## src/rtl/btn_press_decoder.sv

```systemverilog
// Two-button press classifier: debounce, short/long press FSM and event hold stretch per button.
// Define BTN_SYNC_EN to put a 2-flop synchronizer in front of each debouncer (+2 cycles latency).
module btn_press_decoder #(
    parameter int unsigned DEBOUNCE_CYCLES = 1_000_000,
    parameter int unsigned LONG_CYCLES     = 100_000_000,
    parameter int unsigned HOLD_CYCLES     = 100_000_000
) (
    input  logic clk,
    input  logic rst,
    input  logic btn0,
    input  logic btn1,
    output logic b0short,
    output logic b0long,
    output logic b1short,
    output logic b1long
);

    localparam int unsigned DW = $clog2(DEBOUNCE_CYCLES) + 1;
    localparam int unsigned PW = $clog2(LONG_CYCLES) + 1;
    localparam int unsigned HW = $clog2(HOLD_CYCLES) + 1;

    typedef enum logic [1:0] {
        IDLE     = 2'd0,
        PRESSED  = 2'd1,
        LONGHELD = 2'd2
    } press_state_t;

    logic [1:0] raw;
    logic [1:0] short_q;
    logic [1:0] long_q;

    assign raw = {btn1, btn0};

    for (genvar ch = 0; ch < 2; ch++) begin : g_ch
        logic sample;

`ifdef BTN_SYNC_EN
        logic [1:0] sync_q;

        always_ff @(posedge clk) begin
            if (rst) sync_q <= '0;
            else     sync_q <= {sync_q[0], raw[ch]};
        end

        assign sample = sync_q[1];
`else
        assign sample = raw[ch];
`endif

        // Debouncer: level follows the sample only after an unbroken run of differing samples
        logic          level;
        logic [DW-1:0] deb_cnt;

        always_ff @(posedge clk) begin
            if (rst) begin
                level   <= 1'b0;
                deb_cnt <= '0;
            end else if (sample == level) begin
                deb_cnt <= '0;
            end else if (deb_cnt == DW'(DEBOUNCE_CYCLES - 1)) begin
                level   <= sample;
                deb_cnt <= '0;
            end else begin
                deb_cnt <= deb_cnt + DW'(1);
            end
        end

        press_state_t  state;
        press_state_t  state_nxt;
        logic [PW-1:0] press_cnt;
        logic [PW-1:0] press_cnt_nxt;
        logic          short_ev_c;
        logic          long_ev_c;

        always_ff @(posedge clk) begin
            if (rst) begin
                state     <= IDLE;
                press_cnt <= '0;
            end else begin
                state     <= state_nxt;
                press_cnt <= press_cnt_nxt;
            end
        end

        // Long event fires on the edge where the press count reaches LONG_CYCLES
        always_comb begin
            state_nxt     = state;
            press_cnt_nxt = press_cnt;
            short_ev_c    = 1'b0;
            long_ev_c     = 1'b0;
            case (state)
                IDLE: begin
                    if (level) begin
                        state_nxt     = PRESSED;
                        press_cnt_nxt = PW'(1);
                    end
                end
                PRESSED: begin
                    if (!level) begin
                        state_nxt     = IDLE;
                        press_cnt_nxt = '0;
                        short_ev_c    = 1'b1;
                    end else if (press_cnt >= PW'(LONG_CYCLES - 1)) begin
                        state_nxt     = LONGHELD;
                        press_cnt_nxt = PW'(LONG_CYCLES);
                        long_ev_c     = 1'b1;
                    end else begin
                        press_cnt_nxt = press_cnt + PW'(1);
                    end
                end
                LONGHELD: begin
                    if (!level) begin
                        state_nxt     = IDLE;
                        press_cnt_nxt = '0;
                    end
                end
                default: begin
                    state_nxt     = IDLE;
                    press_cnt_nxt = '0;
                end
            endcase
        end

        // Hold stretchers: a new event always restarts the count, taking priority over expiry
        logic          s_q;
        logic          l_q;
        logic [HW-1:0] s_cnt;
        logic [HW-1:0] l_cnt;

        always_ff @(posedge clk) begin
            if (rst) begin
                s_q   <= 1'b0;
                s_cnt <= '0;
                l_q   <= 1'b0;
                l_cnt <= '0;
            end else begin
                if (short_ev_c) begin
                    s_q   <= 1'b1;
                    s_cnt <= '0;
                end else if (s_q) begin
                    if (s_cnt == HW'(HOLD_CYCLES - 1)) begin
                        s_q   <= 1'b0;
                        s_cnt <= '0;
                    end else begin
                        s_cnt <= s_cnt + HW'(1);
                    end
                end
                if (long_ev_c) begin
                    l_q   <= 1'b1;
                    l_cnt <= '0;
                end else if (l_q) begin
                    if (l_cnt == HW'(HOLD_CYCLES - 1)) begin
                        l_q   <= 1'b0;
                        l_cnt <= '0;
                    end else begin
                        l_cnt <= l_cnt + HW'(1);
                    end
                end
            end
        end

        assign short_q[ch] = s_q;
        assign long_q[ch]  = l_q;
    end

    assign b0short = short_q[0];
    assign b0long  = long_q[0];
    assign b1short = short_q[1];
    assign b1long  = long_q[1];

endmodule
```

## config.mk

```make
export PLATFORM = sky130hd
export DESIGN_NAME = btn_press_decoder
export DESIGN_NICKNAME = d
export VERILOG_FILES = /design/src/rtl/btn_press_decoder.sv
export SDC_FILE = /design/constraint.sdc
export NUM_CORES = 1
export LEC_CHECK = 0
export ABC_AREA = 0
export BUFFER_PORTS_ARGS = -buffer_cell sky130_fd_sc_hd__buf_2
export CAP_MARGIN = 20
export CORE_MARGIN = 2
export CORE_UTILIZATION = 35
export DETAILED_ROUTE_END_ITERATION = 8
export PLACE_DENSITY_LB_ADDON = 0.2
export SETUP_SLACK_MARGIN = 0.1
export SLEW_MARGIN = 10
export SYNTH_ARGS = -nofsm -noshare
export SYNTH_HDL_FRONTEND = slang
export SYNTH_SLANG_ARGS = --single-unit
```

## constraint.sdc

```tcl
create_clock -name clk -period 2.6 [get_ports clk]
set_input_delay 0.26 -clock clk [delete_from_list [all_inputs] [get_ports clk]]
set_output_delay 0.26 -clock clk [all_outputs]
set_load 0.005 [all_outputs]
```

==> reports/metrics.cfg, run 1 <==
[synthesis]
syn_area_um2 = 10430
synth.distinct_cells = 75
yosys_warnings = 0
ys_seq_area_frac = 0.4221
synth_fa_ha_area_frac = 0.009593
synth.area.mux_share = 0.005876
synth-compound-area-share = 0.09546
syn_area_per_cell_um2 = 8.301
post_synth_xor_area_fraction = 0.1268
synth-async-reset-ratio = 0
ys.flop_type = dfxtp_1
syn_inst = 1257
syn_nets = 1269
synth_edf_count = 0
synth_top_family_by_area = simple AND/OR/NAND/NOR gates
synth-simple-area-share = 0.3124
synth-seq-cells = 220

[clock_network]
post-cts-setup-buffers = 0
htree_num_levels = 1
clkLatencyLatePin_ns = 0.54
clock_sinks = 220
clk_pin_slew_worst_paths_ns = 0.05
numCtsBuffers = 28
cts_tree = built
cts_root_buffer = clkbuf_16
clockBufferDepth = 3

[routing]
viasPerCell = 5.104
routed_wl_mm = 21.96
drc_errors = 0
vias = 8631
avgRoutedWirePerCell_um = 12.98
first_iter_violations = 478
first_pass_iters = 5
detail-route-antenna-nets = 0

[worst_setup_path]
path_cells = ha_1 -> nand4_1 -> or2_1 -> a21oi_1 -> o22ai_1 -> buf_4 -> o211ai_1 -> buf_4 -> nor2_1
critPathSlowestCell = dfxtp_1
crit_path_frequent_cell = buf_4
slowest_delay_ns = 0.37
critPathMaxFanout = 21
crit_path_end_kind = register
cp.buffers_inverters = 2
crit_family = simple AND/OR/NAND/NOR gates
cp.arrival_ns = 2.69
rr_startpoint = g_ch[1].press_cnt[0]
path_class = reg -> reg
startpoint_type = register
crit_start = g_ch[1].press_cnt[0]
required_ns = 3.01

[global_routing]
grt_pass1_vias = 8046
track_usage = 0.1453
grt_max_degree = 34
antenna_found_initial = 0
grt_pass1_wl_mm = 39.03
grt_overflow = 0

[sta]
report.final.slew_viol_count = 0
setup_tns_ns = 0
maxSlewHeadroom = 0.5618
period_minus_slack_ns = 2.272
fin_skew_ns = 0.01540
rsz0062_at_grt = false
layout_worst_path_cycle_share = 0.8738
setup-violations-final = 0
fmax_ghz = 0.4401
tightest_slew_ns = 0.6513
hold_viol = 0

[floorplanning]
die_x_um = 176.7
coreArea_um2 = 29480
rows = 63
top_level_ports = 8
dieHeight_um = 176.7
start_util = 0.3539
dieArea_um2 = 31210

[hold_path]
hold_class = in -> reg
hp-start = rst

[place]
dpl.hpwl_mm = 14.79
dp_cells = 1639
portBuffers = 7
gp_congestion = 0.8069

[power_and_ir_drop]
ir_drop_mv = 0.4500
p_leak_nw = 3.981
p_per_area_nw_per_um2 = 605.9

[finish]
areaGrowthSynthToFinish_pct = 14.65
nets = 1294
fillers = 3026
final_layout_size_suffix_gt1_frac = 0.08839
num_antenna_cells = 0
stdcell_count = 1691

[status]
status = finished, final reports clean

[flow_run]
cap_viol_max_count = 0

## worst paths after layout
| check | endpoint | slack (ns) | depth (start not counted) |
|---|---|---|---|
| hold / removal | g_ch[0].level | 0.26 | 3 |
| setup reg to reg | g_ch[1].l_cnt[7] | 0.33 | 9 |
| hold reg to reg | g_ch[0].deb_cnt[0] | 0.46 | 1 |
| setup / recovery | g_ch[1].l_cnt[7] | 0.33 | 9 |
## cell usage after synthesis, types with 6 or more instances
library cell / n / share of area
a21oi_1: 39 / 0.019
a31oi_1: 13 / 0.0078
a32o_1: 8 / 0.0077
and3_1: 35 / 0.021
and4_1: 13 / 0.011
buf_2: 9 / 0.0043
clkbuf_1: 34 / 0.012
dfxtp_1: 220 / 0.42
ha_1: 8 / 0.0096
inv_1: 29 / 0.010
nand2_1: 122 / 0.044
nand2b_1: 6 / 0.0036
nand3_1: 81 / 0.039
nand4_1: 62 / 0.037
nor2_1: 207 / 0.074
nor2_2: 7 / 0.0042
nor2b_1: 6 / 0.0036
nor3_1: 28 / 0.013
nor4_1: 19 / 0.011
o21ai_0: 21 / 0.010
o21ai_1: 15 / 0.0072
o22ai_1: 6 / 0.0036
or3_1: 9 / 0.0054
or4_1: 9 / 0.0065
xnor2_1: 56 / 0.047
xor2_1: 95 / 0.080
## per-stage QoR
stage | setup slack [ns] | hold WS [ns] | total power, mW | area, um^2 | utilization
finish | 0.3280 | 0.2619 | 7.249 | 11960 | 0.4058
global placement | 0.3550 | 0.4434 | 3.547 | 11010 | 0.3736
detailed placement | 0.3035 | 0.4503 | 3.547 | 11010 | 0.3736
floorplan | 0.4462 | 0.4072 | 3.509 | 10430 | -
CTS | 0.2968 | 0.2475 | 7.396 | 11950 | 0.4052
global route | 0.1189 | 0.2709 | 7.534 | 11960 | 0.4058
## kinds of logic after synthesis
| logic type | after synthesis |
|---|---|
| AO/OA/AOI/OAI | 151 |
| XOR/XNOR | 151 |
| adder cells (fa/ha/maj) | 8 |
| buffers and inverters | 74 |
| flip-flops | 220 |
| multiplexers | 6 |
| AND/OR/NAND/NOR | 647 |
## final cells by class
type / count / area (um^2) / share of cell area
multi-input combinational: 963 / 5752 / 0.4808
tap: 390 / 488.0 / 0.04079
inverter: 29 / 108.9 / 0.009099
timing repair buffer: 40 / 297.8 / 0.02489
clock inverter: 9 / 106.4 / 0.008890
clock buffer: 40 / 805.8 / 0.06736
sequential: 220 / 4404 / 0.3682
## metal layers
metal | share of wire | GRT usage | vias to the layer above
li1 | - | - | 4483
met1 | 0.51 | 0.2084 | 4024
met2 | 0.43 | 0.2280 | 88
met3 | 0.031 | 0.02212 | 36
met4 | 0.022 | 0.03685 | 0
met5 | 0 | 0 | -
## worst min-delay path, stage by stage
cell and delay (ns):
buf_2 0.12, buf_4 0.25, nor2_1 0.13
## placed cells by master, fill, tap and decap left out, drive strengths merged, types with 29 or more instances in the layout
cell type and count:
and3 35, nor3 30, nand4 63, buf 38, nand2 122, nor2 214, xnor2 56, nand3 82
o21ai 37, dfxtp 220, inv 29, xor2 95, a21oi 39, clkbuf 40
## where the power goes
part	switching (mW)	total [mW]	internal (mW)	leakage, nW
sequential	0.00302	3.38	3.38	1.77
combinational	0.0687	0.0957	0.0270	1.76
clock	1.44	3.77	2.33	0.454
## flip-flops by register name, indices dropped and copies added (netlist names)
register and count:
b0long 1, b0short 1, b1long 1, b1short 1, g_ch.deb_cnt 42, g_ch.l_cnt 56, g_ch.level 2, g_ch.press_cnt 56
g_ch.s_cnt 56, g_ch.state 4
## what timing repair did
item,in CTS,in global routing
endpoints found under the hold margin,2,0
endpoints found under the setup margin,0,34
hold buffers,2,0
resized for setup,0,3
No activity file was read; power rests on OpenSTA's default activity.
==> run 2: changes to the inputs <==
--- a/config.mk
+++ b/config.mk
@@ -10,9 +10,11 @@
 export CAP_MARGIN = 20
 export CORE_MARGIN = 2
 export CORE_UTILIZATION = 35
+export CTS_BUF_LIST = sky130_fd_sc_hd__clkbuf_2
 export DETAILED_ROUTE_END_ITERATION = 8
 export PLACE_DENSITY_LB_ADDON = 0.2
 export SETUP_SLACK_MARGIN = 0.1
+export SKIP_LAST_GASP = 1
 export SLEW_MARGIN = 10
 export SYNTH_ARGS = -nofsm -noshare
 export SYNTH_HDL_FRONTEND = slang
==> run 2 against run 1 <==
Compared with the run above: worst setup slack got worse by 0.015 ns; sequential share of layout area increased by 1.0 points; clock power is 33% lower; utilization is 1.1 points lower; global-route usage grew 0.27 points; die area did not move; register-to-register slack about the same; maximum frequency shrank 0.65%; critical path depth shrank 2; largest cell class unchanged.
==> reports/metrics.cfg, run 2 (same netlist as run 1, synthesis figures left out) <==
[clock_network]
clk_pin_slew_worst_paths_ns = 0.10  ; +0.05 ns
numCtsBuffers = 58  ; +110%
clock_sinks = 220  ; unchanged
cts_root_buffer = clkbuf_2
cts_tree = built
post-cts-setup-buffers = 0  ; unchanged
htree_num_levels = 2  ; +1
clockBufferDepth = 3  ; unchanged
clkLatencyLatePin_ns = 0.89  ; +0.35 ns

[worst_setup_path]
cp.buffers_inverters = 1  ; -1
path_cells = nor4_1 -> nand4_1 -> or4_1 -> nor3_1 -> mux2i_1 -> nor2_1 -> dlygate4sd3_1
cp.arrival_ns = 3.08  ; +0.39 ns
slowest_delay_ns = 0.56  ; +0.19 ns
crit_family = simple AND/OR/NAND/NOR gates
timing.rr.end = g_ch[0].level
critPathMaxFanout = 5  ; -76%
path_class = reg -> reg
required_ns = 3.39  ; +0.38 ns
crit_path_end_kind = register
reg2reg_slack_ns = 0.31  ; about the same
r2r_cells = 7  ; -2
rr_startpoint = g_ch[0].deb_cnt[6]
startpoint_type = register
critPathSlowestCell = dlygate4sd3_1

[finish]
multi_input_area_um2 = 5752  ; unchanged
regArea_um2 = 4404  ; unchanged
reg_top3 = g_ch.l_cnt: 56 flops, g_ch.press_cnt: 56 flops, g_ch.s_cnt: 56 flops
nets = 1327  ; +2.6%
layout_commonest_cell = dfxtp_1
areaGrowthSynthToFinish_pct = 11.56
fillers = 3096  ; +2.3%
final_layout_size_suffix_gt1_frac = 0.1200  ; +0.03164
final_cell_mix = dfxtp_1 (220), nor2_1 (207), nand2_1 (121), xor2_1 (95), clkbuf_2 (86)

[hold_path]
hp-start = rst
hold_class = in -> reg
hold_depth = 4  ; +1
min_to = g_ch[0].press_cnt[0]

[routing]
first_pass_iters = 5  ; unchanged
avgRoutedWirePerCell_um = 12.76  ; -1.7%
drc_errors = 0  ; unchanged
viasPerCell = 5.037  ; -1.3%
first_iter_violations = 512  ; +7.1%
routed_wl_mm = 22.33  ; +1.7%
detail-route-antenna-nets = 0  ; unchanged
vias = 8815  ; +2.1%

[floorplanning]
rows = 63  ; unchanged
coreArea_um2 = 29480  ; unchanged
dieArea_um2 = 31210  ; unchanged
start_util = 0.3539  ; unchanged
die_x_um = 176.7  ; unchanged
dieHeight_um = 176.7  ; unchanged
top_level_ports = 8  ; unchanged

[status]
status = finished, final reports clean

[power_and_ir_drop]
p_per_area_nw_per_um2 = 515.8  ; -15%
ir_drop_mv = 0.3427  ; -24%
p_leak_nw = 3.962  ; -0.49%
fin_total_pwr_mw = 6.004  ; -17%

[sta]
setup-violations-final = 0  ; unchanged
report.final.slew_viol_count = 0  ; unchanged
hold_viol = 0  ; unchanged
maxSlewHeadroom = 0.5523  ; -0.009528
layout_worst_path_cycle_share = 0.8795  ; +0.005686
period_minus_slack_ns = 2.287  ; +0.01478 ns
rsz0062_at_grt = false
worst_slack_ns = 0.3132  ; -0.01478 ns
setup_tns_ns = 0  ; unchanged
tightest_slew_ns = 0.6655  ; +0.01416 ns
fmax_ghz = 0.4373  ; -0.65%
fin_skew_ns = 0.08665  ; +0.07125 ns

[global_routing]
grt_pass1_vias = 8318  ; +3.4%
grt_max_degree = 34  ; unchanged
track_usage = 0.1481  ; +0.002725
grt_pass1_wl_mm = 39.47  ; +1.1%
grt_overflow = 0  ; unchanged
antenna_found_initial = 1  ; +1

[place]
portBuffers = 7  ; unchanged
dpl_worst_slack_ns = 0.3035  ; unchanged
gp_congestion = 0.8069  ; unchanged
dpl.hpwl_mm = 14.79  ; unchanged

[flow_run]
cap_viol_max_count = 0  ; unchanged

-- run 2: changes by cell type in the layout (fill, tap and decap cells not counted), moves of 2 or more --
| cell | previous run | this run |
|---|---|---|
| clkinv_2 | 6 | 2 |
| dlygate4sd3_1 | 2 | 5 |
| clkbuf_16 | 28 | 0 |
| clkbuf_1 | 6 | 0 |
| diode_2 | 0 | 2 |
| clkbuf_2 | 0 | 86 |
| clkinv_1 | 0 | 12 |
| clkbuf_8 | 6 | 0 |
-- run 2: per-stage QoR --
stage	hold WS (ns)	std cells	instance area [um^2]	utilization
after floorplan	0.4072	1257	10430	-
after global placement	0.4434	1639	11010	0.3736
after detailed placement	0.4503	1639	11010	0.3736
after CTS	0.3463	1747	11620	0.3941
after global routing	0.3984	1750	11640	0.3948
final	0.4575	1750	11640	0.3948
-- run 2: area by class of cell --
cell class	count	area share
multi-input cells	963	0.4941
flip-flops and latches	220	0.3784
well taps	390	0.04192
clock buffers	86	0.03698
repair buffers	43	0.02816
clock inverters	17	0.01064
inverters	29	0.009352
diodes	2	0.0004300
-- run 2: worst max-delay path by stage --
stage	slack, ns	endpoint	startpoint	cells after the start
finish	0.31	g_ch[0].level	g_ch[0].deb_cnt[6]	7
global route	0.13	g_ch[1].l_cnt[7]	g_ch[1].press_cnt[0]	9
CTS	0.20	g_ch[0].l_cnt[27]	g_ch[0].press_cnt[0]	8
detailed placement	0.30	g_ch[1].press_cnt[12]	g_ch[1].press_cnt[9]	7
global placement	0.36	g_ch[0].l_cnt[25]	g_ch[0].press_cnt[0]	8
floorplan	0.45	g_ch[0].press_cnt[10]	g_ch[0].press_cnt[0]	9
-- run 2: what timing repair did --
action | CTS | global route
hold buffers | 5 | 0
gates resized for setup | 0 | 3
endpoints found under the setup margin | 0 | 37
hold endpoints to repair | 56 | 0
-- run 2: worst min-delay path: stages --
cell and delay, ns:
dlygate4sd3_1 0.53, buf_2 0.14, buf_4 0.25, nor2_1 0.13
-- run 2: report_power, final --
part           internal (mW)  switching, mW
combinational         0.0280         0.0692
clock                   1.08           1.45
sequential              3.37        0.00303
-- run 2: routing by layer --
layer,vias up,GRT usage,routed length (um)
li1,4580,-,-
met5,-,0,0
met2,123,0.2271,9610
met3,40,0.03200,910
met1,4072,0.2044,11370
met4,0,0.05372,440
==> run 3: changes to the inputs <==
==> constraint.sdc (replaced) <==
create_clock -name clk -period 2.3 [get_ports clk]
set_input_delay 0.345 -clock clk [delete_from_list [all_inputs] [get_ports clk]]
set_output_delay 0.345 -clock clk [all_outputs]
set_load 0.005 [all_outputs]
==> run 3 against run 2 <==
Compared with the run above: largest cell class unchanged; maximum frequency up 9.0%; combinational power up 28%; sequential power up 13%.
==> reports/metrics.cfg, run 3 (same netlist as run 1, synthesis figures left out) <==
[status]
status = finished, final reports clean

[finish]
final_cell_mix = dfxtp_1 (211), nor2_1 (207), nand2_1 (121), xor2_1 (95), nand3_1 (81)
nets = 1347  ; +1.5%
fillers = 3136  ; +1.3%
areaGrowthSynthToFinish_pct = 13.90
fin_util = 0.4031  ; +0.008276
reg_top3 = g_ch.l_cnt: 56 flops, g_ch.press_cnt: 56 flops, g_ch.s_cnt: 56 flops
layout_commonest_cell = dfxtp_1
final_layout_size_suffix_gt1_frac = 0.1373  ; +0.01725

[global_routing]
grt_pass1_vias = 8373  ; +0.66%
track_usage = 0.1450  ; -0.003099
grt_pass1_wl_mm = 38.57  ; -2.3%
grt_overflow = 0  ; unchanged
grt_max_degree = 34  ; unchanged
antenna_found_initial = 1  ; unchanged

[clock_network]
htree_num_levels = 2  ; unchanged
clkLatencyLatePin_ns = 0.88  ; about the same
cts_root_buffer = clkbuf_2
cts_tree = built
clockBufferDepth = 3  ; unchanged
numCtsBuffers = 60  ; +3.4%
clock_sinks = 220  ; unchanged
clk_pin_slew_worst_paths_ns = 0.11  ; about the same

[floorplanning]
die_x_um = 176.7  ; unchanged
dieHeight_um = 176.7  ; unchanged
coreArea_um2 = 29480  ; unchanged
rows = 63  ; unchanged
top_level_ports = 8  ; unchanged
start_util = 0.3539  ; unchanged
dieArea_um2 = 31210  ; unchanged

[worst_setup_path]
path_cells = and4_1 -> and2_1 -> o21a_1 -> o22ai_1 -> buf_4 -> o211ai_1 -> buf_4 -> clkbuf_16 -> nor2_1
crit_family = compound AO/OA/AOI/OAI gates
cp.buffers_inverters = 3  ; +2
crit_path_end_kind = register
crit_path_frequent_cell = buf_4
path_class = reg -> reg
critPathMaxFanout = 7  ; +2
required_ns = 3.08  ; -0.31 ns
startpoint_type = register
cp.arrival_ns = 2.88  ; -0.20 ns
slowest_delay_ns = 0.44  ; -0.12 ns
critPathSlowestCell = dfxtp_1

[power_and_ir_drop]
p_leak_nw = 4.060  ; +2.5%
p_per_area_nw_per_um2 = 573.2  ; +11%
ir_drop_mv = 0.3575  ; +4.3%

[sta]
hold_viol = 0  ; unchanged
fin_skew_ns = 0.07382  ; -0.01283 ns
period_minus_slack_ns = 2.098  ; -0.1883 ns
rsz0062_at_grt = true
layout_worst_path_cycle_share = 0.9124  ; +0.03283
setup-violations-final = 0  ; unchanged
maxSlewHeadroom = 0.6174  ; +0.06511
whs_ns = 0.2800  ; -0.1775 ns
report.final.slew_viol_count = 0  ; unchanged
tightest_slew_ns = 0.5718  ; -0.09364 ns
fmax_ghz = 0.4765  ; +9.0%
setup_tns_ns = 0  ; unchanged

[place]
dpl.hpwl_mm = 14.93  ; +0.94%
portBuffers = 7  ; unchanged
gp_congestion = 0.7774  ; -3.7%

[routing]
viasPerCell = 4.994  ; -0.85%
vias = 8865  ; +0.57%
detail-route-antenna-nets = 0  ; unchanged
avgRoutedWirePerCell_um = 12.80  ; +0.31%
first_pass_iters = 5  ; unchanged
first_iter_violations = 530  ; +3.5%
routed_wl_mm = 22.72  ; +1.7%
drc_errors = 0  ; unchanged

[hold_path]
hold_class = in -> reg

[flow_run]
cap_viol_max_count = 0  ; unchanged

[run 3: changes by cell type in the layout (fill, tap and decap cells not counted), sizes merged]
| cell | previous run | this run |
|---|---|---|
| clkbuf | 86 | 81 |
| buf | 38 | 55 |
| diode | 2 | 1 |
| clkinv | 15 | 30 |
| dlygate4sd3 | 5 | 4 |
[run 3: power breakdown]
group,total (mW),internal (mW),leakage [nW],switching (mW)
Sequential,3.81,3.81,1.78,0.00337
Combinational,0.124,0.0430,1.87,0.0810
Clock,2.88,1.19,0.411,1.69
[run 3: worst paths after layout]
path	endpoint	depth (start not counted)	slack, ns	startpoint
max	g_ch[1].l_cnt[22]	9	0.20	g_ch[1].press_cnt[20]
min	g_ch[0].level	4	0.28	btn0
max reg2reg	g_ch[1].l_cnt[22]	9	0.20	g_ch[1].press_cnt[20]
min reg2reg	g_ch[0].deb_cnt[0]	1	0.47	g_ch[0].deb_cnt[0]
[run 3: repair_timing]
action / in CTS / in global routing
endpoints found under the hold margin: 25 / 0
hold buffers: 4 / 0
buffers inserted: 0 / 3
endpoints found under the setup margin: 0 / 91
gates resized for setup: 0 / 22
[run 3: area by class of cell]
class	instances	area, um^2	area share
multi-input combinational	963	5791	0.4873
sequential	220	4415	0.3716
timing repair buffer	61	503.0	0.04232
tap	390	488.0	0.04106
clock buffer	79	395.4	0.03327
clock inverter	32	180.2	0.01516
inverter	29	108.9	0.009160
antenna	1	2.502	0.0002106
[run 3: layer usage]
metal | up-vias | track usage | part of all wire
met3 | 37 | 0.03093 | 0.040
met4 | 0 | 0.05544 | 0.020
met2 | 133 | 0.2274 | 0.43
met5 | - | 0 | 0
li1 | 4624 | - | -
met1 | 4071 | 0.1952 | 0.51
[run 3: worst min-delay path: cells and delay by family]
family                 cells  cell delay (ns)
AND/OR/NAND/NOR            1             0.07
multiplexers               1             0.07
buffers and inverters      2             0.64
[run 3: per-stage QoR]
| stage | std cells | power [mW] | area, um^2 | worst slack, ns |
|---|---|---|---|---|
| 2_1_floorplan | 1257 | 3.966 | 10430 | 0.1462 |
| 3_3_place_gp | 1653 | 4.014 | 11130 | 0.1897 |
| 3_5_place_dp | 1653 | 4.013 | 11130 | 0.1624 |
| 4_1_cts | 1768 | 6.976 | 11750 | 0.1274 |
| 5_1_grt | 1775 | 7.182 | 11880 | 0.06858 |
| 6_report | 1775 | 6.812 | 11880 | 0.2016 |
